--- config.mk ---
export PLATFORM = sky130hd
export DESIGN_NAME = shiftreg_arb_ctrl
export DESIGN_NICKNAME = d
export VERILOG_FILES = /design/src/rtl/shiftreg_arb_ctrl.sv
export SDC_FILE = /design/constraint.sdc
export NUM_CORES = 1
export LEC_CHECK = 0
export BUFFER_PORTS_ARGS = -buffer_cell sky130_fd_sc_hd__buf_2
export CAP_MARGIN = 0
export CELL_PAD_IN_SITES_DETAIL_PLACEMENT = 1
export CELL_PAD_IN_SITES_GLOBAL_PLACEMENT = 1
export CORE_UTILIZATION = 37
export DETAILED_ROUTE_END_ITERATION = 10
export PLACE_DENSITY_LB_ADDON = 0.1
export SLEW_MARGIN = 15
export SYNTH_ARGS = -nofsm -noshare
export SYNTH_HDL_FRONTEND = slang
export SYNTH_SLANG_ARGS = --single-unit
--- constraint.sdc ---
create_clock -name clk -period 2.8 [get_ports clk]
set_clock_uncertainty 0.2 [all_clocks]
set_input_delay 0.28 -clock clk [delete_from_list [all_inputs] [get_ports clk]]
set_output_delay 0.28 -clock clk [all_outputs]
set_load 0.01 [all_outputs]
--- src/rtl/shiftreg_arb_ctrl.sv ---
// rtl/shiftreg_arb_ctrl.sv - round-robin arbiter that serially loads a word into an external shift register and verifies it
// Two requesters compete for one external shift register; the winner's word is shifted in LSB first and read back.
module shiftreg_arb_ctrl #(
  parameter int W = 5
) (
  input  logic         clk,
  input  logic         rst,
  input  logic         req0_valid,
  input  logic [W-1:0] req0_data,
  output logic         req0_ready,
  input  logic         req1_valid,
  input  logic [W-1:0] req1_data,
  output logic         req1_ready,
  output logic         sr_din,
  output logic         sr_en,
  input  logic [W-1:0] sr_q,
  output logic         busy,
  output logic         done,
  output logic         done_id,
  output logic         done_ok
);

  localparam int CW = (W > 1) ? $clog2(W) : 1;

  localparam logic [1:0] IDLE  = 2'd0;
  localparam logic [1:0] SHIFT = 2'd1;
  localparam logic [1:0] CHECK = 2'd2;

  logic [1:0]    state;
  logic [CW-1:0] cnt;
  logic [W-1:0]  word;
  logic          id;
  logic          last;

  logic any_valid;
  logic grant_id;
  logic accept;

  // Only a genuine tie looks at the last-served pointer.
  assign any_valid = req0_valid | req1_valid;
  assign grant_id  = (req0_valid & req1_valid) ? ~last : req1_valid;
  assign accept    = (state == IDLE) & any_valid & ~rst;

  assign req0_ready = accept & ~grant_id;
  assign req1_ready = accept & grant_id;

  always_ff @(posedge clk) begin
    if (rst) begin
      state <= IDLE;
      cnt   <= '0;
      word  <= '0;
      id    <= 1'b0;
      last  <= 1'b1;
    end else begin
      case (state)
        IDLE: begin
          if (accept) begin
            word  <= grant_id ? req1_data : req0_data;
            id    <= grant_id;
            cnt   <= '0;
            state <= SHIFT;
          end
        end
        SHIFT: begin
          if (cnt == CW'(W - 1)) begin
            state <= CHECK;
          end else begin
            cnt <= cnt + 1'b1;
          end
        end
        CHECK: begin
          last  <= id;
          state <= IDLE;
        end
        default: state <= IDLE;
      endcase
    end
  end

  // Outputs are forced low during reset regardless of the state being abandoned.
  assign busy    = (state != IDLE) & ~rst;
  assign sr_en   = (state == SHIFT) & ~rst;
  assign sr_din  = sr_en & word[cnt];
  assign done    = (state == CHECK) & ~rst;
  assign done_id = done & id;
  assign done_ok = done & (sr_q == word);

endmodule

Word-level counts from Yosys, hierarchy flattened

Index checks and enable logic that the tools add are counted.

Register bits: 12
Bits in writable memories: 0
Memory bits (read-only): 0
Output and inout port bits: 8
Logic and storage cells: 45
Memories kept: 0
Latch bits: 0

Reduce and logical (&&, ||, !) cells: 6
Eq/ne operators: 7
Shift operators: 0
$mul: 0
Add/sub/neg operators: 1
Div/mod/pow operators: 0
Mux-type cells: 10
Bitwise gates (word level): 15
$lt $le $gt $ge: 1

Operator list:

| operator                                                   | count |
|---|---|
| bitwise AND 1 bit                                          | 11 |
| 2-to-1 mux 3 bit                                           | 2 |
| != test 2 bit, second input constant                       | 3 |
| one-hot mux 3 bit (2 select lines)                         | 1 |
| equality test 5 bit                                        | 1 |
| 2-to-1 mux 5 bit                                           | 1 |
| less-than comparator 3 x 4 -> 1 bit, second input constant | 1 |
| 2-to-1 mux 2 bit                                           | 2 |
| one-hot mux 2 bit (2 select lines)                         | 1 |
| AND reduction 2 bit                                        | 2 |
| nonzero test 2 bit                                         | 2 |
| adder 3 x 1 -> 3 bit, second input constant                | 1 |
| binary-select mux 1 bit (select 3 bit)                     | 1 |
| equality test 3 bit, second input constant                 | 1 |
| NOT 1 bit                                                  | 3 |
| AND reduction 3 bit                                        | 1 |
| equality test 2 x 1 -> 1 bit, second input constant        | 1 |
| equality test 2 bit, second input constant                 | 1 |
| zero test 2 bit                                            | 1 |
| 2-to-1 mux 1 bit                                           | 2 |
| OR 1 bit                                                   | 1 |

Depth between registers and ports, before layout

Gate-level depths: netlist of the first run.

Word-level depth: 5
Gate-level depth with buffers: 5

Worst setup path after synthesis of the first run

No wires, ideal clock.

Kind: input to output
Start point: input port rst
End point: output port done_ok
Stages: 4
Setup slack: 1.016 ns
Data arrival time: 1.304 ns
Path through: buf_4 nor3b_1 nand4_1 nor3_1

Cells in the longest elaborated chain, start to end: 3

RTL lines:

| item               | RTL line | source |
|---|---|---|
| start: declaration | 7        | `input logic rst,` |
| NOT 1 bit          | 84       | `assign done = (state == CHECK) & ~rst;` |
| bitwise AND 1 bit  | 84       |  |
| named net done     | 18       | `output logic done,` |
| bitwise AND 1 bit  | 86       | `assign done_ok = done & (sr_q == word);` |
| end: declaration   | 20       | `output logic done_ok` |

The timed path passes the listed nets, and every way through them passes these cells.

Final worst setup path of the first run

Start point: register state[1]
End point: output port done_ok

Cells in the longest elaborated chain, start to end: 3

RTL lines:

| item                     | RTL line | source |
|---|---|---|
| start: declaration       | 29       | `logic [1:0] state;` |
| start signal: assignment | 49       | `state <= IDLE;` |
| start signal: assignment | 61       | `state <= SHIFT;` |
| start signal: assignment | 66       | `state <= CHECK;` |
| equality test 2 bit      | 84       |  |
| bitwise AND 1 bit        | 84       |  |
| bitwise AND 1 bit        | 86       |  |

Every way passes these cells.

==> results of run 1 <==
cell usage after synthesis, types with 2 or more instances:
cell type / number
nor2_1: 3
a211oi_1: 4
and3_1: 2
xnor2_1: 3
ha_1: 2
dfxtp_1: 12
nand2_1: 7
mux2i_1: 8
a31oi_1: 4
a21oi_1: 4
nor2b_1: 4
xor2_1: 2
inv_1: 3
sequential cells by signal (all words and copies together), names as in the netlist:
register and flops:
cnt 3, id 1, last 1, state 2, word 5
cell families after synthesis:
kind of cell,synth area share
flops,0.329
buf+inv,0.0531
mux,0.125
simple gates,0.204
compound gates,0.195
fa+ha+maj,0.0342
xor+xnor,0.0599
worst max path at each step:
stage / startpoint / end / slack, ns
after floorplan: rst / done_ok / 1.02
after global placement: rst / req0_ready / 0.97
after detailed placement: rst / req0_ready / 0.94
after CTS: state[1] / done_ok / 0.83
after global routing: state[1] / done_ok / 0.73
final: state[1] / done_ok / 0.87
per-stage QoR:
stage | utilization | power, uW | setup slack (ns)
detailed placement | 0.491 | 277 | 0.937
global placement | 0.491 | 275 | 0.973
finish | 0.504 | 374 | 0.868
global route | 0.504 | 395 | 0.733
floorplan | - | 248 | 1.02
CTS | 0.504 | 379 | 0.827
power by group:
group	switching (uW)	internal, uW	leakage, uW
clock network	51.1	49.7	0.0000138
logic	40.0	41.5	0.000294
registers	10.7	181	0.0000983
total	102	272	0.000406
layer usage:
layer	wire length, um	GRT usage	part of all wire	vias up
li1	-	-	-	346
met1	784	0.206	0.45	325
met2	869	0.319	0.50	17
met3	74	0.0588	0.042	2
met4	13	0.0529	0.0075	0
met5	0	0	0	-
worst max-delay path, delay by kind of cell, from the launching register on:
family | cells | cell delay (ns)
buffers and inverters | 1 | 0.15
AND/OR/NAND/NOR | 3 | 0.62
flip-flops | 1 | 0.41
layout make-up:
cell class	count	area (sq um)
fillers	234	885
multi-input cells	61	452
flip-flops and latches	12	240
repair buffers	27	138
well taps	25	31.3
clock buffers	3	22.5
inverters	4	15.0
==> results.yml, run 1 <==
finish:
  nets: 130
  drive_above_1_share: 0.346
  insertedDiodeCount: 0
  layout_commonest_cell: "buf_2"
  syn_to_final_growth_pct: 22.9
  finalInstanceArea_sq_um: 898
  final_cell_mix: "26 x buf_2, 12 x dfxtp_1, 8 x mux2i_1"
  fin_cells: 132
cts:
  cts-root-buf: "clkbuf_4"
  cts_max_path_buffers: 2
  h-tree-depth: 1
  cts_resized: 0
  clkTransAtPathRegs_ns: 0.07
  cts_setup_buffers: 0
  cts_tree: "yes"
  ctsHoldBuffers: 0
  cts_made_buffers: 3
  clock_sinks: 12
  worstSkewPairLatency_ns: 0.26
placed_design:
  place_congestion: 0.713
  dp_hpwl_mm: 1.41
  placed_area_sq_um: 876
  dpl.cell_count: 129
  port_buffers: 26
worst_setup_path:
  path_max_fanout: 5
  rr_endpoint: "cnt[0]"
  crit_chain: "nor3b_1 > nand4_1 > nor3_1 > buf_2"
  required_ns: 2.32
  reg2reg_from: "cnt[0]"
  cp-start-kind: "flop"
  r2r_cells: 5
  rrSetupSlack_ns: 1.28
  crit_path_end_kind: "output pin"
  slowest_stage: "dfxtp_1"
  slowest_delay_ns: 0.41
  cp.arrival_ns: 1.45
  worst-setup-path-type: "flop to output pin"
synth:
  syn_avg_cell_area_sq_um: 9.13
  synth_cells: 80
  synth-async-reset-ratio: 0
  ys_warn_count: 0
  synth_edf_count: 0
  ys_types: 35
  yosys.area.top_type: "dfxtp_1"
  ys_top_cells_by_area: "dfxtp_1 33%, mux2i_1 11%, a211oi_1 4.1%"
  ys_seq_elements: 12
  syn_area_sq_um: 731
  synth-main-ff-cell: "dfxtp_1"
  netlist.area_leader.share: 0.329
  synth_fp_nets: 101
  ys_seq_area_frac: 0.329
global_route:
  grt_pass1_vias: 672
  grt_max_degree: 13
  grt_pass1_wl_mm: 2.74
  grt_use_total: 0.182
  antenna_found_initial: 0
  overflow: 0
worst_hold_path:
  min_from: "req0_data[1]"
  min_delay_worst_endpoint: "word[1]"
  holdCritPathClass: "input pin to flop"
  holdPathStages: 3
sta:
  finalCritPeriodShare: 0.690
  slew_headroom: 0.712
  setup_viol: 0
  finalWorstPathRequiredPeriod_ns: 1.93
  final_max_slew_viol_count: 0
  tightest_slew_ns: 0.429
  finalHoldViolations: 0
  fin_hold_ws_ns: 0.161
  rsz0062_at_grt: "false"
  fin_tns_setup_ns: 0
  max_freq_mhz: 518
pwr:
  vdd_drop_max_v: 0.000349
  powerDensity_nw_per_um2: 416
  p_leak_uw: 0.000406
routing:
  drc: 0
  totalWireLength_mm: 1.74
  wl_per_cell_um: 13.2
  drt-initial-drc-count: 7
  num_vias: 690
  viasPerCell: 5.23
  dr.pass1.iters: 2
  final_antenna_net_count: 0
floorplanning:
  ioPinCount: 27
  initial_core_util: 0.410
  rows: 15
  core_sq_um: 1780
  dieArea_sq_um: 2160
  die_h_um: 46.4
  die_w_um: 46.4
flow_run:
  cap_violations: 0
outcome:
  outcome: "finished clean"
Note: power is estimated with default switching activity, not from simulation.
==> run 2, diff against run 1 <==
--- a/config.mk
+++ b/config.mk
@@ -9,7 +9,7 @@
 export CAP_MARGIN = 0
 export CELL_PAD_IN_SITES_DETAIL_PLACEMENT = 1
 export CELL_PAD_IN_SITES_GLOBAL_PLACEMENT = 1
-export CORE_UTILIZATION = 37
+export CORE_UTILIZATION = 34
 export DETAILED_ROUTE_END_ITERATION = 10
 export PLACE_DENSITY_LB_ADDON = 0.1
 export SLEW_MARGIN = 15
==> constraint.sdc (replaced) <==
create_clock -name clk -period 2 [get_ports clk]
set_clock_uncertainty 0.2 [all_clocks]
set_input_delay 0.2 -clock clk [delete_from_list [all_inputs] [get_ports clk]]
set_output_delay 0.2 -clock clk [all_outputs]
set_load 0.01 [all_outputs]
==> results.yml, run 2 (same netlist as run 1, synthesis figures left out) <==
global_route:
  use_met3: 0.0377
  met1_usage: 0.207
  grt_pass1_wl_mm: 3.13
  grt_max_degree: 13
  grt_use_total: 0.173
  grt_use_met2: 0.305
  overflow: 0
  top_usage_layer: "met2"
  antenna_found_initial: 0
  grt_pass1_vias: 713
sta:
  finalHoldViolations: 0
  fin_hold_ws_ns: 0.0584
  finalCritPeriodShare: 0.932
  fin_tns_setup_ns: 0
  rsz0062_at_grt: "false"
  setup_viol: 0
  final_max_slew_viol_count: 0
  slew_headroom: 0.692
  max_freq_mhz: 536
  finalWorstPathRequiredPeriod_ns: 1.86
  tightest_slew_ns: 0.460
floorplanning:
  ioPinCount: 27
  die_h_um: 48.4
  core_sq_um: 1980
  dieArea_sq_um: 2340
  rows: 16
  initial_core_util: 0.369
  die_w_um: 48.4
finish:
  layout_commonest_cell: "buf_2"
  post-route-util: 0.473
  insertedDiodeCount: 0
  final_cell_mix: "26 x buf_2, 12 x dfxtp_1, 8 x mux2i_1"
  reg_top3: "word x5, cnt x3, state x2"
  largest_register_ffs: 5
  regMostFlops: "word"
  nets: 132
  drive_above_1_share: 0.382
  syn_to_final_growth_pct: 28.3
cts:
  cts-root-buf: "clkbuf_4"
  h-tree-depth: 1
  cts_setup_buffers: 0
  clkTransAtPathRegs_ns: 0.09
  clock_sinks: 12
  cts_made_buffers: 3
  worstSkewPairLatency_ns: 0.28
  cts_tree: "yes"
  cts_max_path_buffers: 2
routing:
  totalWireLength_mm: 1.83
  dr.pass1.iters: 4
  num_vias: 701
  viasPerCell: 5.12
  final_antenna_net_count: 0
  drc: 0
  drt-initial-drc-count: 7
  wl_per_cell_um: 13.4
worst_setup_path:
  worst-setup-path-type: "flop to output pin"
  cp.arrival_ns: 1.46
  crit_path_end_kind: "output pin"
  slowest_delay_ns: 0.37
  path_max_fanout: 7
  required_ns: 1.60
  r2r_cells: 5
  slowest_stage: "dfxtp_1"
  crit_chain: "nor2_2 > and3_1 > and2b_1 > buf_2"
  cp-start-kind: "flop"
pwr:
  p_leak_uw: 0.000426
  p_int_uw: 424
  vdd_drop_max_v: 0.000367
  power.switching_uw: 163
  pwr-share-clk: 0.341
  share_comb_of_total_power: 0.201
  powerDensity_nw_per_um2: 626
  p_sw_frac: 0.277
  seq_power_share: 0.458
placed_design:
  place_congestion: 0.764
  port_buffers: 26
  dp_hpwl_mm: 1.47
flow_run:
  cap_violations: 0
outcome:
  outcome: "finished clean"
worst_hold_path:
  holdCritPathClass: "input pin to flop"
  holdPathStages: 3
## run 2: critical path, delay by kind of cell, from the launching register on
kind	cells	cell delay (ns)
simple gates	3	0.71
flops	1	0.37
buf+inv	1	0.12
## run 2: metal layers
layer	vias up	wire, um
li1	353	-
met4	0	27
met3	4	77
met1	327	837
met2	17	891
met5	-	0
## run 2: per-stage QoR
step	power (uW)	setup WS (ns)	area, sq um	instances
2_1_floorplan	347	0.338	731	80
4_1_cts	592	0.0229	930	137
6_report	587	0.136	937	137
3_5_place_dp	392	0.336	893	133
3_3_place_gp	390	0.383	893	133
5_1_grt	619	0.0288	937	137
## run 2: path summary, 6_finish.rpt
| kind | startpoint | endpoint | slack, ns |
|---|---|---|---|
| max | state[1] | req0_ready | 0.14 |
| min | req0_data[4] | word[4] | 0.06 |
| max reg2reg | cnt[0] | cnt[0] | 0.50 |
| min reg2reg | cnt[1] | cnt[1] | 0.30 |
## run 2: repair_timing
item,4_1_cts,5_1_grt
hold buffers,0,0
gates resized for setup,0,2
hold endpoints to repair,0,0
endpoints found under the setup margin,0,3
## run 2: cell type report
| type | count | area, sq um |
|---|---|---|
| timing repair buffer | 29 | 153 |
| sequential | 12 | 240 |
| tap | 27 | 33.8 |
| clock buffer | 4 | 36.3 |
| multi-input combinational | 61 | 459 |
| fill | 242 | 1040 |
| inverter | 4 | 15.0 |
## run 2: power groups by stage
| stage | clock network (uW) | logic, uW | registers (uW) |
|---|---|---|---|
| after CTS | 205 | 119 | 268 |
| after floorplan | 0 | 79.1 | 268 |
| final | 200 | 118 | 269 |
| after detailed placement | 0 | 118 | 274 |
| after global placement | 0 | 116 | 274 |
| after global routing | 217 | 131 | 271 |
==> run 3, diff against run 2 <==
--- a/config.mk
+++ b/config.mk
@@ -5,12 +5,12 @@
 export SDC_FILE = /design/constraint.sdc
 export NUM_CORES = 1
 export LEC_CHECK = 0
-export BUFFER_PORTS_ARGS = -buffer_cell sky130_fd_sc_hd__buf_2
-export CAP_MARGIN = 0
+export CAP_MARGIN = 20
 export CELL_PAD_IN_SITES_DETAIL_PLACEMENT = 1
 export CELL_PAD_IN_SITES_GLOBAL_PLACEMENT = 1
-export CORE_UTILIZATION = 34
+export CORE_UTILIZATION = 43
 export DETAILED_ROUTE_END_ITERATION = 10
+export DONT_BUFFER_PORTS = 1
 export PLACE_DENSITY_LB_ADDON = 0.1
 export SLEW_MARGIN = 15
 export SYNTH_ARGS = -nofsm -noshare
==> results.yml, run 3 (same netlist as run 1, synthesis figures left out) <==
outcome:
  outcome: "finished clean"
sta:
  setup_viol: 0
  tightest_slew_ns: 0.361
  final_max_slew_viol_count: 0
  finalCritPeriodShare: 0.932
  layout_setup_ws_ns: 0.136
  max_freq_mhz: 537
  slew_headroom: 0.753
  finalWorstPathRequiredPeriod_ns: 1.86
  rsz0062_at_grt: "true"
  finalHoldViolations: 0
cts:
  cts-root-buf: "clkbuf_4"
  worstSkewPairLatency_ns: 0.27
  clkTransAtPathRegs_ns: 0.07
  cts_max_path_buffers: 2
  cts_made_buffers: 3
  h-tree-depth: 1
  cts_tree: "yes"
  clock_sinks: 12
floorplanning:
  rows: 14
  initial_core_util: 0.474
  die_w_um: 43.2
  dieArea_sq_um: 1870
  core_sq_um: 1540
  ioPinCount: 27
  die_h_um: 43.2
pwr:
  powerDensity_nw_per_um2: 609
  p_leak_uw: 0.000343
  vdd_drop_max_v: 0.000553
  p_total_uw: 525
finish:
  layout_commonest_cell: "dfxtp_1"
  final_cell_mix: "12 x dfxtp_1, 8 x mux2i_1, 7 x nand2_1, 7 x dlygate4sd3_1"
  multi_input_area_sq_um: 464
  drive_above_1_share: 0.165
  fill_cells: 175
  insertedDiodeCount: 0
  post-route-util: 0.559
  largest_register_ffs: 5
  seq_area_sq_um: 240
  fin_cells: 107
  reg_top3: "word x5, cnt x3, state x2"
  syn_to_final_growth_pct: 18.0
  nets: 114
  regMostFlops: "word"
global_route:
  grt_pass1_wl_mm: 3.28
  grt_max_degree: 11
  overflow: 0
  antenna_found_initial: 0
  grt_use_total: 0.245
  grt_pass1_vias: 716
placed_design:
  dpl.cell_count: 97
  post-place-ws_ns: 0.390
  place_congestion: 0.807
  dp_hpwl_mm: 1.39
  port_buffers: 0
routing:
  drc: 0
  drt-initial-drc-count: 6
  dr.pass1.iters: 4
  wl_per_cell_um: 18.3
  final_antenna_net_count: 0
  totalWireLength_mm: 1.96
  viasPerCell: 5.99
  num_vias: 641
worst_setup_path:
  crit_path_end_kind: "flop"
  cp.arrival_ns: 1.83
  reg2reg_from: "last"
  worst-setup-path-type: "flop to flop"
  path_max_fanout: 7
  rrSetupSlack_ns: 0.14
  required_ns: 1.97
  endpoint: "word[2]"
  cp-start-kind: "flop"
  r2r_cells: 4
  rr_endpoint: "word[2]"
  critPathLaunch: "last"
worst_hold_path:
  holdPathStages: 2
  holdCritPathClass: "input pin to flop"
flow_run:
  cap_violations: 0
-- run 3: critical path, cell delays in order (launching register included) --
cell and delay, ns:
dfxtp_1 0.34, a21boi_4 0.29, mux2i_1 0.11, dlygate4sd3_1 0.56, a211oi_1 0.26
-- run 3: final cells by class --
type,instances,share of cell area
multi-input cells,61,0.538
inverters,4,0.0174
flip-flops and latches,12,0.279
well taps,16,0.0232
repair buffers,11,0.116
clock buffers,3,0.0261
-- run 3: worst min path at each step --
stage                         end  slack, ns         start
after CTS                 word[3]      0.004  req0_data[3]
after global placement         id       0.07           rst
after global routing      word[4]      0.003  req0_data[4]
after detailed placement       id       0.07           rst
final                     word[4]      0.009  req0_data[4]
after floorplan              last       0.21           rst
-- run 3: timing repair --
action / 4_1_cts / 5_1_grt
hold endpoints to repair: 7 / 0
hold buffers: 7 / 0
buffers inserted: 0 / 0
setup endpoints to repair: 0 / 4
resized for setup: 0 / 2
-- run 3: routing by layer --
| metal | track usage | routed length [um] | up-vias | part of all wire |
|---|---|---|---|---|
| li1 | - | - | 311 | - |
| met1 | 0.295 | 864 | 307 | 0.44 |
| met2 | 0.403 | 971 | 19 | 0.50 |
| met3 | 0.0638 | 81 | 4 | 0.041 |
| met4 | 0.109 | 41 | 0 | 0.021 |
| met5 | 0 | 0 | - | 0 |
-- run 3: per-stage QoR --
stage	area, sq um	TNS [ns]	hold slack [ns]
after global placement	757	0	0.0738
final	862	0	0.00928
after detailed placement	757	0	0.0738
after global routing	862	-0.00151	0.00299
after CTS	850	0	0.00351
after floorplan	731	0	0.209
-- run 3: power breakdown --
part	internal (uW)	total, uW	switching (uW)
clock network	69.6	145	75.6
logic	56.7	112	55.4
registers	253	268	14.9
total	379	525	146
